File: config.mk
export PLATFORM = sky130hd
export DESIGN_NAME = io_out_fifo
export DESIGN_NICKNAME = d
export VERILOG_FILES = /design/src/rtl/io_out_fifo.sv
export SDC_FILE = /design/constraint.sdc
export NUM_CORES = 1
export LEC_CHECK = 0
export CAP_MARGIN = 20
export CORE_MARGIN = 3
export CORE_UTILIZATION = 25
export DETAILED_ROUTE_END_ITERATION = 10
export GPL_TIMING_DRIVEN = 0
export RECOVER_POWER = 25
export SLEW_MARGIN = 20
export SYNTH_ARGS = -nofsm -noshare
export SYNTH_HDL_FRONTEND = slang
export SYNTH_SLANG_ARGS = --single-unit
File: constraint.sdc
create_clock -name clk -period 2 [get_ports clk]
set_input_delay 0.5 -clock clk [delete_from_list [all_inputs] [get_ports clk]]
set_output_delay 0.5 -clock clk [all_outputs]
set_load 0.02 [all_outputs]
File: src/rtl/io_out_fifo.sv
// io_out_fifo: output-side write buffer placed directly after the processor core.
// Every core output write (out_en) is captured with its port address and data word
// into a 2**FDEPTH entry FIFO. Entries drain to an external consumer over a
// valid/ready handshake. Writes that arrive while the FIFO is full (and nothing is
// popped in that cycle) are dropped and flagged in a sticky overflow bit.
// Optional feature macro: IO_OUT_SHADOW_EN adds a per-port "last accepted value"
// shadow output.
module io_out_fifo #(
    parameter  int NUBITS = 32,
    parameter  int NUIOOU = 8,
    parameter  int FDEPTH = 2,
    localparam int AW     = (NUIOOU > 2) ? $clog2(NUIOOU) : 1
) (
    input  logic                     clk,
    input  logic                     rst,
    input  logic                     out_en,
    input  logic [AW-1:0]            addr_out,
    input  logic [NUBITS-1:0]        data_in,
    output logic                     m_valid,
    input  logic                     m_ready,
    output logic [AW-1:0]            m_addr,
    output logic [NUBITS-1:0]        m_data,
    output logic [FDEPTH:0]          count,
    output logic                     full,
    output logic                     overflow,
`ifdef IO_OUT_SHADOW_EN
    output logic [NUIOOU*NUBITS-1:0] shadow,
`endif
    input  logic                     ovf_clr
);

    localparam int                EW       = AW + NUBITS;
    localparam int                DEPTH    = 2 ** FDEPTH;
    localparam logic [FDEPTH:0]   CNT_ZERO = (FDEPTH+1)'(0);
    localparam logic [FDEPTH:0]   CNT_ONE  = (FDEPTH+1)'(1);
    localparam logic [FDEPTH:0]   CNT_FULL = (FDEPTH+1)'(DEPTH);
    localparam logic [FDEPTH-1:0] PTR_ZERO = FDEPTH'(0);
    localparam logic [FDEPTH-1:0] PTR_ONE  = FDEPTH'(1);

    logic [EW-1:0]     mem_r [DEPTH];
    logic [FDEPTH-1:0] wr_ptr_r;
    logic [FDEPTH-1:0] rd_ptr_r;
    logic [FDEPTH:0]   count_r;
    logic              ovf_r;

    logic              valid_s;
    logic              full_s;
    logic              pop_s;
    logic              push_s;
    logic              drop_s;
    logic [EW-1:0]     head_s;

    // Handshake decode: a pop frees a slot for a same-cycle push, so a full FIFO
    // with a pop in progress still accepts the write.
    always_comb begin
        valid_s = (count_r != CNT_ZERO);
        full_s  = (count_r == CNT_FULL);
        pop_s   = valid_s & m_ready;
        push_s  = out_en & (~full_s | pop_s);
        drop_s  = out_en & full_s & ~pop_s;
        head_s  = mem_r[rd_ptr_r];
    end

    // Storage array write; contents are intentionally left unreset.
    always_ff @(posedge clk) begin
        if (push_s) begin
            mem_r[wr_ptr_r] <= {addr_out, data_in};
        end
    end

    // Pointers and occupancy; empty/full come from count, never pointer equality.
    always_ff @(posedge clk or negedge rst) begin
        if (!rst) begin
            wr_ptr_r <= PTR_ZERO;
            rd_ptr_r <= PTR_ZERO;
            count_r  <= CNT_ZERO;
        end else begin
            if (push_s) begin
                wr_ptr_r <= wr_ptr_r + PTR_ONE;
            end
            if (pop_s) begin
                rd_ptr_r <= rd_ptr_r + PTR_ONE;
            end
            case ({push_s, pop_s})
                2'b10:   count_r <= count_r + CNT_ONE;
                2'b01:   count_r <= count_r - CNT_ONE;
                default: count_r <= count_r;
            endcase
        end
    end

    // Sticky overflow flag; a drop in the same cycle as a clear keeps it set.
    always_ff @(posedge clk or negedge rst) begin
        if (!rst) begin
            ovf_r <= 1'b0;
        end else if (drop_s) begin
            ovf_r <= 1'b1;
        end else if (ovf_clr) begin
            ovf_r <= 1'b0;
        end
    end

    // Output drive: head entry is presented only while the FIFO holds data.
    always_comb begin
        m_valid  = valid_s;
        full     = full_s;
        count    = count_r;
        overflow = ovf_r;
        if (valid_s) begin
            m_addr = head_s[EW-1:NUBITS];
            m_data = head_s[NUBITS-1:0];
        end else begin
            m_addr = {AW{1'b0}};
            m_data = {NUBITS{1'b0}};
        end
    end

`ifdef IO_OUT_SHADOW_EN
    logic [NUIOOU*NUBITS-1:0] shadow_r;

    // Per-port record of the last accepted write; dropped writes never land here.
    always_ff @(posedge clk or negedge rst) begin
        if (!rst) begin
            shadow_r <= {(NUIOOU*NUBITS){1'b0}};
        end else begin
            for (int p = 0; p < NUIOOU; p++) begin
                if (push_s && (addr_out == AW'(p))) begin
                    shadow_r[p*NUBITS +: NUBITS] <= data_in;
                end
            end
        end
    end

    // Shadow output is the registered per-port record.
    always_comb begin
        shadow = shadow_r;
    end
`endif

endmodule

Yosys cells after proc, flatten, opt, wreduce, memory -nomap -nowiden:

Memory sizes are Yosys's and may differ from the RTL's.
Cells that the tools add are included.

* register bits after elaboration: 8
* memory bits (writable): 140
* input port bits: 40
* output and inout bits: 41
* logic and storage cells: 29
* memories kept: 1

Memory list
* mem_r: depth 4, bits a word 35, rd ports 1, clocked after memory_dff 0, write ports 1, line 40 `logic [EW-1:0] mem_r [DEPTH];`

* $add $sub $neg: 4
* equal/unequal tests: 3
* mux-type cells: 7
* bitwise gates (word level): 7
* reductions and logical operators: 3

Operators by type and width (number)
* 2-to-1 mux 32 bit: 1
* one-hot mux 3 bit (2 select lines): 1
* adder 2 x 1 -> 2 bit (second input constant): 2
* AND 1 bit: 4
* 2-to-1 mux 1 bit: 4
* nonzero test 2 bit: 2
* adder 3 x 1 -> 3 bit (second input constant): 1
* == test 3 bit (second input constant): 1
* 2-to-1 mux 3 bit: 1
* nonzero test 3 bit: 1
* subtractor 3 x 1 -> 3 bit (second input constant): 1
* == test 2 x 1 -> 1 bit (second input constant): 1
* == test 2 bit (second input constant): 1
* NOT 1 bit: 2
* OR 1 bit: 1

Depth between registers and ports, before layout:

* word-level depth: 6
* depth in mapped cells: 8

Worst setup path before layout:

No wires, ideal clock.

* path kind: in2reg
* start point: in out_en
* end point: mem mem_r[2][0] in the netlist's numbering, enable pin
* library setup time: 0.395 ns
* data arrival time: 1.882 ns
* required time: 1.605 ns
* setup slack: -0.278 ns
* stages on the path: 3
* path through: buf_2 -> nor2b_1 -> and2_1

* longest elaborated chain between the ends: 3

Ends and longest elaborated chain
* from (decl): line 16 `input logic out_en,`
* AND 1 bit: line 59 `push_s = out_en & (~full_s | pop_s);`
* 2-to-1 mux 1 bit: line 66 `if (push_s) begin`
* 2-to-1 mux 1 bit (implied by the code): line 67 `mem_r[wr_ptr_r] <= {addr_out, data_in};`
* to (decl): line 40

No other way between the ends.

Worst setup path in the final report:

* start point: reg count_r[0] (netlist: count[0])
* end point: out m_data[12]

* longest elaborated chain between the ends: 2

Ends and longest elaborated chain
* from (decl): line 43 `logic [FDEPTH:0] count_r;`
* from (signal assigned): line 85 `2'b10: count_r <= count_r + CNT_ONE;`
* from (signal assigned): line 86 `2'b01: count_r <= count_r - CNT_ONE;`
* from (signal assigned): line 87 `default: count_r <= count_r;`
* nonzero test 3 bit: line 56 `valid_s = (count_r != CNT_ZERO);`
* 2-to-1 mux 32 bit: line 109 `if (valid_s) begin`
* to (decl): line 22 `output logic [NUBITS-1:0] m_data,`

No other way between the ends.

==> flow_summary.toml <==
[status]
violations = "negative setup slack"
status = "complete, but fails checks"

[layout]
drive_above_1_share_pct = 46.78
fin_nets = 451
area_growth_pct = 43.30

[critical_path]
slowest_delay_ns = 0.43
crit_family = "simple AND/OR/NAND/NOR gates"
critical_path.cell_chain = "or3_4 > clkbuf_16 > clkbuf_16 > and2_4 > buf_6"
endpoint_kind = "output port"
rr_endpoint = "count[1]"
cp-start-kind = "flip-flop"
path_buf_inv = 3
cpMaxStageDelayCell = "or3_4"
cpMostUsedCell = "clkbuf_16"
crit_fanout = 10
path_depth = 5
startpoint = "count[0]"
crit_end = "m_data[12]"
cp.arrival_ns = 1.90
r2r_setup_slack_ns = -0.35
rr_worst_depth = 9
r2r_start = "count[0]"
worst_ep_required_time_ns = 1.50
critPathKind = "reg -> out"

[floorplanning]
ios = 81
dieArea_mm2 = 0.02537
die_x_um = 159.3
start_util_pct = 25.71
core_area_mm2 = 0.02285
rows = 55
fp.dieH_um = 159.3

[logic_synthesis]
async_reset_ff_share_pct = 5.405
yosys-top-cells-count = "140 x edfxtp_1, 40 x and2_1, 28 x mux4_2, 8 x dfrtp_1, 7 x mux4_1"
synth_top_flop_cell = "edfxtp_1"
netlist-cell-type-count = 33
netlist_area_mm2 = 0.005874
synth_area_leaders = "edfxtp_1 72%, mux4_2 11%, and2_1 4.3%"
synth_top_area_cell = "edfxtp_1"
syn_area_per_cell_um2 = 21.28
post-synth-top-area-fraction_pct = 71.57
yosys_register_bits = 148
synthCells = 276
syn_nets = 321
yosys_warnings = 0
synth.most_common_cell = "edfxtp_1"
yosysSeqAreaShare_pct = 74.97
synth_edf_count = 140

[drt]
post_drt_wl_per_cell_um = 19.67
drcViolationCount = 0
routed_wl_um = 14420
vias = 3084
vias_per_cell = 4.207
drtPass1Iterations = 4
ant_nets = 0
drt_iter0_drc = 212

[cts]
clock_sinks = 148
htreeDepth = 4
cts_buffer_depth = 2
clkTransAtPathRegs_ns = 0.06
cts_tree = "done"
cts_buffers = 17
insertion_delay_ns = 0.41
ctsRootBufferMaster = "clkbuf_16"

[sta]
clock_skew_ns = 0.007279
fmaxAchievable_ghz = 0.4172
finalHoldViolCount = 0
fin_crit_sh_pct = 119.8
final_max_slew_viol_count = 0
rsz0062_at_grt = "yes"
fin_crit_ns = 2.397
worstMarginPinSlew_ns = 0.4262
whs_ns = 0.4528
fin_tns_setup_ns = -13.26
relSlewSlack_pct = 71.51
setup_ws_ns = -0.3970
finalSetupViolations = 38

[global_routing]
grt_usage_pct = 11.68
grt_pass1_wl_um = 21580
antenna_found_initial = 0
grt_max_degree = 18
overflow = 0
grt_pass1_vias = 3443

[power]
power_w = 0.01454
leakagePower_nw = 2.963
peakVddDrop_mv = 0.7495
power_density_mw_per_mm2 = 1728

[placed_design]
io_buffers = 80
dp_hpwl_um = 7345
place.gp.congestion = 0.6900

[min_path]
hold_class = "in -> async"

[job]
max-cap-violations = 0
-- logic make-up (layout without fill, tap and decap cells) --
kind of cell / after synthesis / in the layout / synth area share [%]
compound gates: 9 / 9 / 1.172
mux: 36 / 36 / 14.06
fa+ha+maj: 5 / 5 / 1.193
other cells: 0 / 1 / 0
xor+xnor: 5 / 5 / 0.7456
flops: 148 / 148 / 74.97
simple gates: 54 / 58 / 5.560
buf+inv: 19 / 158 / 2.300
-- worst reg2reg max path, stage by stage (launching register included) --
cell and delay, ns:
dfrtp_2 0.41, or3_4 0.43, clkbuf_16 0.18, buf_12 0.14
nand2_4 0.05, or2_4 0.11, fa_2 0.43, o21ba_4 0.23
o211ai_1 0.09, a22oi_1 0.19
-- per-layer routing --
| layer | vias up | track usage (%) | part of all wire, % |
|---|---|---|---|
| met4 | 0 | 2.984 | 1.4 |
| met2 | 85 | 20.32 | 51 |
| li1 | 1367 | - | - |
| met3 | 12 | 3.070 | 4.3 |
| met1 | 1620 | 14.53 | 43 |
| met5 | - | 0 | 0 |
-- layout by cell type, fill, tap and decap left out, types with 4 or more instances in the layout --
cell type | synthesis | layout
edfxtp_1 | 140 | 140
and2_4 | 0 | 43
buf_6 | 1 | 39
mux4_2 | 28 | 35
buf_12 | 3 | 21
clkdlybuf4s50_1 | 0 | 20
dlygate4sd3_1 | 0 | 20
clkbuf_16 | 0 | 19
buf_4 | 0 | 10
inv_1 | 5 | 5
bufinv_16 | 0 | 5
dfrtp_1 | 8 | 5
ha_1 | 4 | 4
clkinv_1 | 0 | 4
-- through the flow --
step / std cells / utilization [%] / worst slack (ns) / cell area (µm²)
after floorplan: 276 / - / -0.1355 / 5908
after global placement: 669 / 31.08 / -0.9931 / 7101
after detailed placement: 669 / 31.08 / -1.092 / 7101
after CTS: 731 / 36.58 / -0.5020 / 8357
after global routing: 732 / 36.83 / -0.4770 / 8416
final: 733 / 36.85 / -0.3970 / 8418
-- cell type report --
cell class                 instances  area [µm²]
buffer                            13       198.9
clock buffer                      17       425.4
tap                              313       391.6
timing repair buffer             108        1275
multi-input combinational        113        1486
clock inverter                    15       211.5
antenna                            1       2.502
inverter                           5       18.77
sequential                       148        4408
fill                            2180       14430
-- worst min-delay path by stage --
| stage | end | slack, ns | depth (start not counted) | startpoint |
|---|---|---|---|---|
| 2_1_floorplan | count[0] | 0.20 | 0 | rst |
| 6_report | count[2] | 0.45 | 1 | rst |
| 3_3_place_gp | overflow | 0.53 | 2 | overflow |
| 4_1_cts | overflow | 0.37 | 1 | rst |
| 5_1_grt | overflow | 0.47 | 1 | rst |
| 3_5_place_dp | overflow | 0.53 | 2 | overflow |
-- where the power goes --
group / internal, W / switching (W) / total, W / leakage (nW)
Clock: 0.00220 / 0.00122 / 0.00342 / 0.303
Combinational: 0.00379 / 0.00308 / 0.00687 / 1.28
Sequential: 0.00409 / 0.000154 / 0.00425 / 1.38
Total: 0.0101 / 0.00446 / 0.0145 / 2.96
-- state kept, by name, indices dropped and copies added (netlist names) --
name,cells
count,3
overflow,1
rd_ptr_r,2
wr_ptr_r,2
mem_r,140
-- timing repair --
action | CTS | global route
pin swaps | 36 | 19
hold buffers | 0 | 0
resized for setup | 280 | 37
cloned | 7 | 0
setup buffers | 23 | 5
setup endpoints to repair | 179 | 178
(Power assumes the default switching activity.)
